[src/rtl/clk_counter_pkg.sv]
// Shared defaults and helpers for the clk_counter timebase.
package clk_counter_pkg;

    localparam int unsigned DEF_COUNT_LIMIT = 9;
    localparam int unsigned DEF_COUNT_WIDTH = 4;
    localparam int unsigned DEF_CLOCK_DELAY = 4;

    // Prescaler register width; a single bit is kept even when the delay is 1.
    function automatic int unsigned prescaler_width(input int unsigned delay);
        int unsigned w;
        w = $clog2(delay);
        return (w < 1) ? 1 : w;
    endfunction

endpackage

[src/rtl/clk_prescaler.sv]
// Clock prescaler: counts 0..CLOCK_DELAY-1 and flags the last cycle of each period.
module clk_prescaler
    import clk_counter_pkg::*;
#(
    parameter int unsigned CLOCK_DELAY = DEF_CLOCK_DELAY
) (
    input  logic clk,
    input  logic rst,
    input  logic hold,
    output logic tick_next
);

    localparam int unsigned PW = prescaler_width(CLOCK_DELAY);
    localparam logic [PW-1:0] PreLast = PW'(CLOCK_DELAY - 1);

    // Power-up value keeps the sequence defined even without a reset pulse.
    logic [PW-1:0] pre_q = '0;
    logic [PW-1:0] pre_d;

    // Next prescaler value: wrap at the last cycle, freeze while held.
    always_comb begin
        pre_d = pre_q;
        if (!hold) begin
            pre_d = (pre_q == PreLast) ? '0 : pre_q + 1'b1;
        end
    end

    // Prescaler register with synchronous reset.
    always_ff @(posedge clk) begin
        if (rst) begin
            pre_q <= '0;
        end else begin
            pre_q <= pre_d;
        end
    end

    assign tick_next = (pre_q == PreLast) && !hold;

endmodule

[src/rtl/clk_counter.sv]
// Free-running modulo counter stepped by an integrated prescaler, with tick/wrap strobes.
// Optional macro CLK_COUNTER_HOLD_EN adds a 'hold' input that freezes the whole timebase.
module clk_counter
    import clk_counter_pkg::*;
#(
    parameter int unsigned COUNT_LIMIT = DEF_COUNT_LIMIT,
    parameter int unsigned COUNT_WIDTH = DEF_COUNT_WIDTH,
    parameter int unsigned CLOCK_DELAY = DEF_CLOCK_DELAY
) (
    input  logic                   clk,
    input  logic                   rst,
`ifdef CLK_COUNTER_HOLD_EN
    input  logic                   hold,
`endif
    output logic [COUNT_WIDTH-1:0] count,
    output logic                   tick,
    output logic                   wrap
);

    // Reject illegal configurations at elaboration.
    if (CLOCK_DELAY < 1) begin : g_bad_delay
        $error("clk_counter: CLOCK_DELAY must be >= 1");
    end
    if (COUNT_WIDTH < 1) begin : g_bad_width
        $error("clk_counter: COUNT_WIDTH must be >= 1");
    end
    if ((64'(COUNT_LIMIT) >> COUNT_WIDTH) != 64'd0) begin : g_bad_limit
        $error("clk_counter: COUNT_LIMIT does not fit in COUNT_WIDTH bits");
    end

    localparam logic [COUNT_WIDTH-1:0] Limit = COUNT_WIDTH'(COUNT_LIMIT);

    logic hold_int;
`ifdef CLK_COUNTER_HOLD_EN
    assign hold_int = hold;
`else
    assign hold_int = 1'b0;
`endif

    logic step;

    clk_prescaler #(
        .CLOCK_DELAY(CLOCK_DELAY)
    ) u_prescaler (
        .clk      (clk),
        .rst      (rst),
        .hold     (hold_int),
        .tick_next(step)
    );

    logic [COUNT_WIDTH-1:0] count_q = '0;
    logic                   tick_q  = 1'b0;
    logic                   wrap_q  = 1'b0;
    logic [COUNT_WIDTH-1:0] count_d;
    logic                   tick_d;
    logic                   wrap_d;

    // Next count and strobes; wrap uses an explicit compare so count never passes the limit.
    always_comb begin
        count_d = count_q;
        tick_d  = 1'b0;
        wrap_d  = 1'b0;
        if (step) begin
            tick_d = 1'b1;
            if (count_q == Limit) begin
                count_d = '0;
                wrap_d  = 1'b1;
            end else begin
                count_d = count_q + 1'b1;
            end
        end
    end

    // Count and strobe registers with synchronous reset.
    always_ff @(posedge clk) begin
        if (rst) begin
            count_q <= '0;
            tick_q  <= 1'b0;
            wrap_q  <= 1'b0;
        end else begin
            count_q <= count_d;
            tick_q  <= tick_d;
            wrap_q  <= wrap_d;
        end
    end

    assign count = count_q;
    assign tick  = tick_q;
    assign wrap  = wrap_q;

endmodule

[config.mk]
export PLATFORM = sky130hd
export DESIGN_NAME = clk_counter
export DESIGN_NICKNAME = d
export VERILOG_FILES = /design/src/rtl/clk_counter_pkg.sv /design/src/rtl/clk_prescaler.sv /design/src/rtl/clk_counter.sv
export SDC_FILE = /design/constraint.sdc
export NUM_CORES = 1
export LEC_CHECK = 0
export CAP_MARGIN = 20
export CELL_PAD_IN_SITES_DETAIL_PLACEMENT = 0
export CELL_PAD_IN_SITES_GLOBAL_PLACEMENT = 1
export CORE_AREA = 2 2 39 41
export DETAILED_ROUTE_END_ITERATION = 6
export DIE_AREA = 0 0 41 43
export DONT_BUFFER_PORTS = 1
export GPL_TIMING_DRIVEN = 0
export PLACE_DENSITY_LB_ADDON = 0.05
export SLEW_MARGIN = 20
export SYNTH_ARGS = -nofsm -noshare
export SYNTH_HDL_FRONTEND = slang
export SYNTH_SLANG_ARGS = --single-unit
[constraint.sdc]
create_clock -name clk -period 1.6 [get_ports clk]
set_input_delay 0.08 -clock clk [delete_from_list [all_inputs] [get_ports clk]]
set_output_delay 0.08 -clock clk [all_outputs]
set_load 0.05 [all_outputs]
==> flow_summary_export.csv <==
group,metric,value,unit
setup_path,crit_required,1.76,ns
clock_tree,hold_buffers,0,
route,avgRoutedWirePerCell,11.1,um
yosys,synth_area_leaders,"dfxtp_1 52%, xnor2_1 5.7%, o32ai_2 5.3%",
finish,fin_nets,37,
run_status,status,"completed",
clock_tree,cts_tree,"built",
clock_tree,clk_pin_slew,0.06,ns
timing,setup_violations,0,
setup_path,rr_worst_depth,3,
grt,antenna_found_initial,0,
route,drt_first_pass_iters,1,
yosys,synth_nets,32,
min_path,min_path_type,"in -> reg",
clock_tree,cts.sinks,8,
route,drc_errors,0,
yosys,ys_warn_count,0,
clock_tree,postCtsSetupBuffers,0,
yosys,synth-seq-cells,8,
timing,skew,0.00512,ns
setup_path,cp.arrival,1.65,ns
finish,final_core_util,25.2,%
finish,insertedDiodeCount,0,
floorplanning,die_area,1760,um^2
finish,fillers,147,
setup_path,startpoint_type,"flip-flop",
timing,layout_worst_path_cycle_share,93.4,%
setup_path,worst_r2r_endpoint,"count[3]$_SDFFE_PP0P_",
timing,final_period_minus_worst_setup_slack,1.49,ns
finish,area_delta_synth_final,13.9,%
floorplanning,rows,14,
clock_tree,clk_path_buf_depth,2,
route,wl,535,um
clock_tree,cts_buffers,3,
route,routed_via_density,4.13,
power_and_ir_drop,p_total,0.000401,W
timing,max_freq,669,MHz
route,vias,198,
floorplanning,fp.dieH,43,um
timing,finalHoldViolCount,0,
finish,final-seq-area,160,um^2
finish,postLayoutCellArea,349,um^2
placed_design,place.gp.congestion,0.562,
min_path,hp-start,"rst",
setup_path,r2r-start,"count[1]$_SDFFE_PP0P_",
clock_tree,cts_root_buffer,"clkbuf_4",
yosys,synth_area,307,um^2
timing,whs,0.189,ns
timing,relSlewSlack,55.6,%
clock_tree,insertion_delay,0.25,ns
setup_path,endpoint_kind,"flip-flop",
finish,layout-drive-gt1-share,18.8,%
min_path,hold-path-endpoint,"count[2]$_SDFFE_PP0P_",
clock_tree,cts_resized,0,
grt,grt_max_degree,10,
power_and_ir_drop,worst_ir_drop_vdd,0.414,mV
min_path,hold_depth,2,
finish,multi_input_area,139,um^2
power_and_ir_drop,power_density,1150,nW/um^2
floorplanning,die_width,41,um
timing,rsz0062_at_grt,"false",
clock_tree,htree_levels,1,
setup_path,r2r_slack,0.11,ns
timing,slew_violations,0,
timing,finalSetupTns,0,ns
yosys,ys_types,17,
yosys,synthesis.area_per_instance,10.6,um^2
yosys,synthCells,29,
timing,worst_pin_slew,0.665,ns
floorplanning,core_area,1380,um^2
power_and_ir_drop,p_leak,0.120,nW
grt,grt_pass1_vias,191,
route,antenna_left,0,
job,max_cap_violations,0,
route,drtIter0Drc,0,
grt,grt.total_usage,8.23,%
floorplanning,start_util,22.2,%
floorplanning,num_io_pins,8,
placed_design,port_buffers,0,
yosys,synth_top_area_share,52.2,%
yosys,seq_area_frac_synth,52.2,%
placed_design,dpl_cell_area,327,um^2
grt,overflow,0,
setup_path,path_class,"reg -> reg",
setup_path,cp_max_fo,7,
placed_design,dp_hpwl,405,um
grt,grt_pass1_wl,855,um
yosys,synth_top_area_cell,"dfxtp_1",
[stage by stage]
| stage | setup WS (ns) | instances |
|---|---|---|
| detailed placement | 0.105 | 45 |
| finish | 0.106 | 48 |
| floorplan | 0.214 | 29 |
| CTS | 0.0825 | 48 |
| global route | 0.0264 | 48 |
| global placement | 0.138 | 45 |
[registers in the layout (all words and copies together), names as in the netlist]
register           cells
u_prescaler.pre_q      2
wrap                   1
tick                   1
count                  4
[how the worst max path moves through the flow]
stage / from / to / slack, ns / cells after the start
2_1_floorplan: count[1]$_SDFFE_PP0P_ / count[3]$_SDFFE_PP0P_ / 0.21 / 3
3_3_place_gp: count[1]$_SDFFE_PP0P_ / count[3]$_SDFFE_PP0P_ / 0.14 / 3
3_5_place_dp: count[1]$_SDFFE_PP0P_ / count[3]$_SDFFE_PP0P_ / 0.11 / 3
4_1_cts: count[1]$_SDFFE_PP0P_ / count[3]$_SDFFE_PP0P_ / 0.08 / 3
5_1_grt: count[0]$_SDFFE_PP0P_ / count[1]$_SDFFE_PP0P_ / 0.03 / 3
6_report: count[1]$_SDFFE_PP0P_ / count[3]$_SDFFE_PP0P_ / 0.11 / 3
[layout make-up]
| type | count | share of cell area, % |
|---|---|---|
| buffer | 1 | 1.08 |
| clock buffer | 3 | 6.45 |
| inverter | 1 | 1.08 |
| multi-input combinational | 19 | 39.8 |
| sequential | 8 | 45.9 |
| tap | 16 | 5.73 |
[metal layers]
metal / GRT usage [%] / routed length [um]
met5: 0 / 0
met4: 4.00 / 0
met2: 10.0 / 247
met1: 9.00 / 233
met3: 8.38 / 54
[kinds of logic (layout without fill, tap and decap cells)]
family | after synthesis | in the layout | share of synthesized area, %
and+or+nand+nor | 12 | 12 | 23.3
DFF | 8 | 8 | 52.2
adders and majority gates | 1 | 1 | 4.08
muxes | 1 | 1 | 3.67
buffers and inverters | 2 | 5 | 2.45
AOI/OAI and AO/OA | 3 | 3 | 8.57
xor gates and xnor gates | 2 | 2 | 5.72
[synth_stat cells]
| master | number |
|---|---|
| dfxtp_1 | 8 |
| o32ai_2 | 1 |
| inv_1 | 1 |
| a21oi_1 | 2 |
| clkbuf_1 | 1 |
| ha_1 | 1 |
| nor3b_1 | 1 |
| nand2b_1 | 1 |
| nor2b_1 | 2 |
| nor4b_1 | 1 |
| or3_1 | 1 |
| nand3_2 | 1 |
| xnor2_1 | 2 |
| nor2_1 | 2 |
| nand2_1 | 2 |
| nor3_1 | 1 |
| mux2_2 | 1 |
[cell usage in the layout (no fill, tap or decap)]
cell type | netlist | routed
nor2b_1 | 2 | 2
xnor2_1 | 2 | 2
nand3_2 | 1 | 1
a21oi_1 | 2 | 2
clkbuf_4 | 0 | 3
nor2_1 | 2 | 2
nor3_1 | 1 | 1
o32ai_2 | 1 | 1
nor3b_1 | 1 | 1
mux2_2 | 1 | 1
nand2b_1 | 1 | 1
nand2_1 | 2 | 2
clkbuf_1 | 1 | 1
ha_1 | 1 | 1
inv_1 | 1 | 1
dfxtp_1 | 8 | 8
or3_1 | 1 | 1
nor4b_1 | 1 | 1
[worst max-delay path, cell delays in order (launching register included)]
cell	delay, ns
dfxtp_1	0.74
nand3_2	0.16
mux2_2	0.30
o32ai_2	0.19
[power by group]
part           leakage [nW]  switching, W  internal, W
combinational        0.0407     0.0000104    0.0000102
clock                0.0138     0.0000685    0.0000859
sequential           0.0651     0.0000170     0.000209
Power figures use the tool's default switching activity.
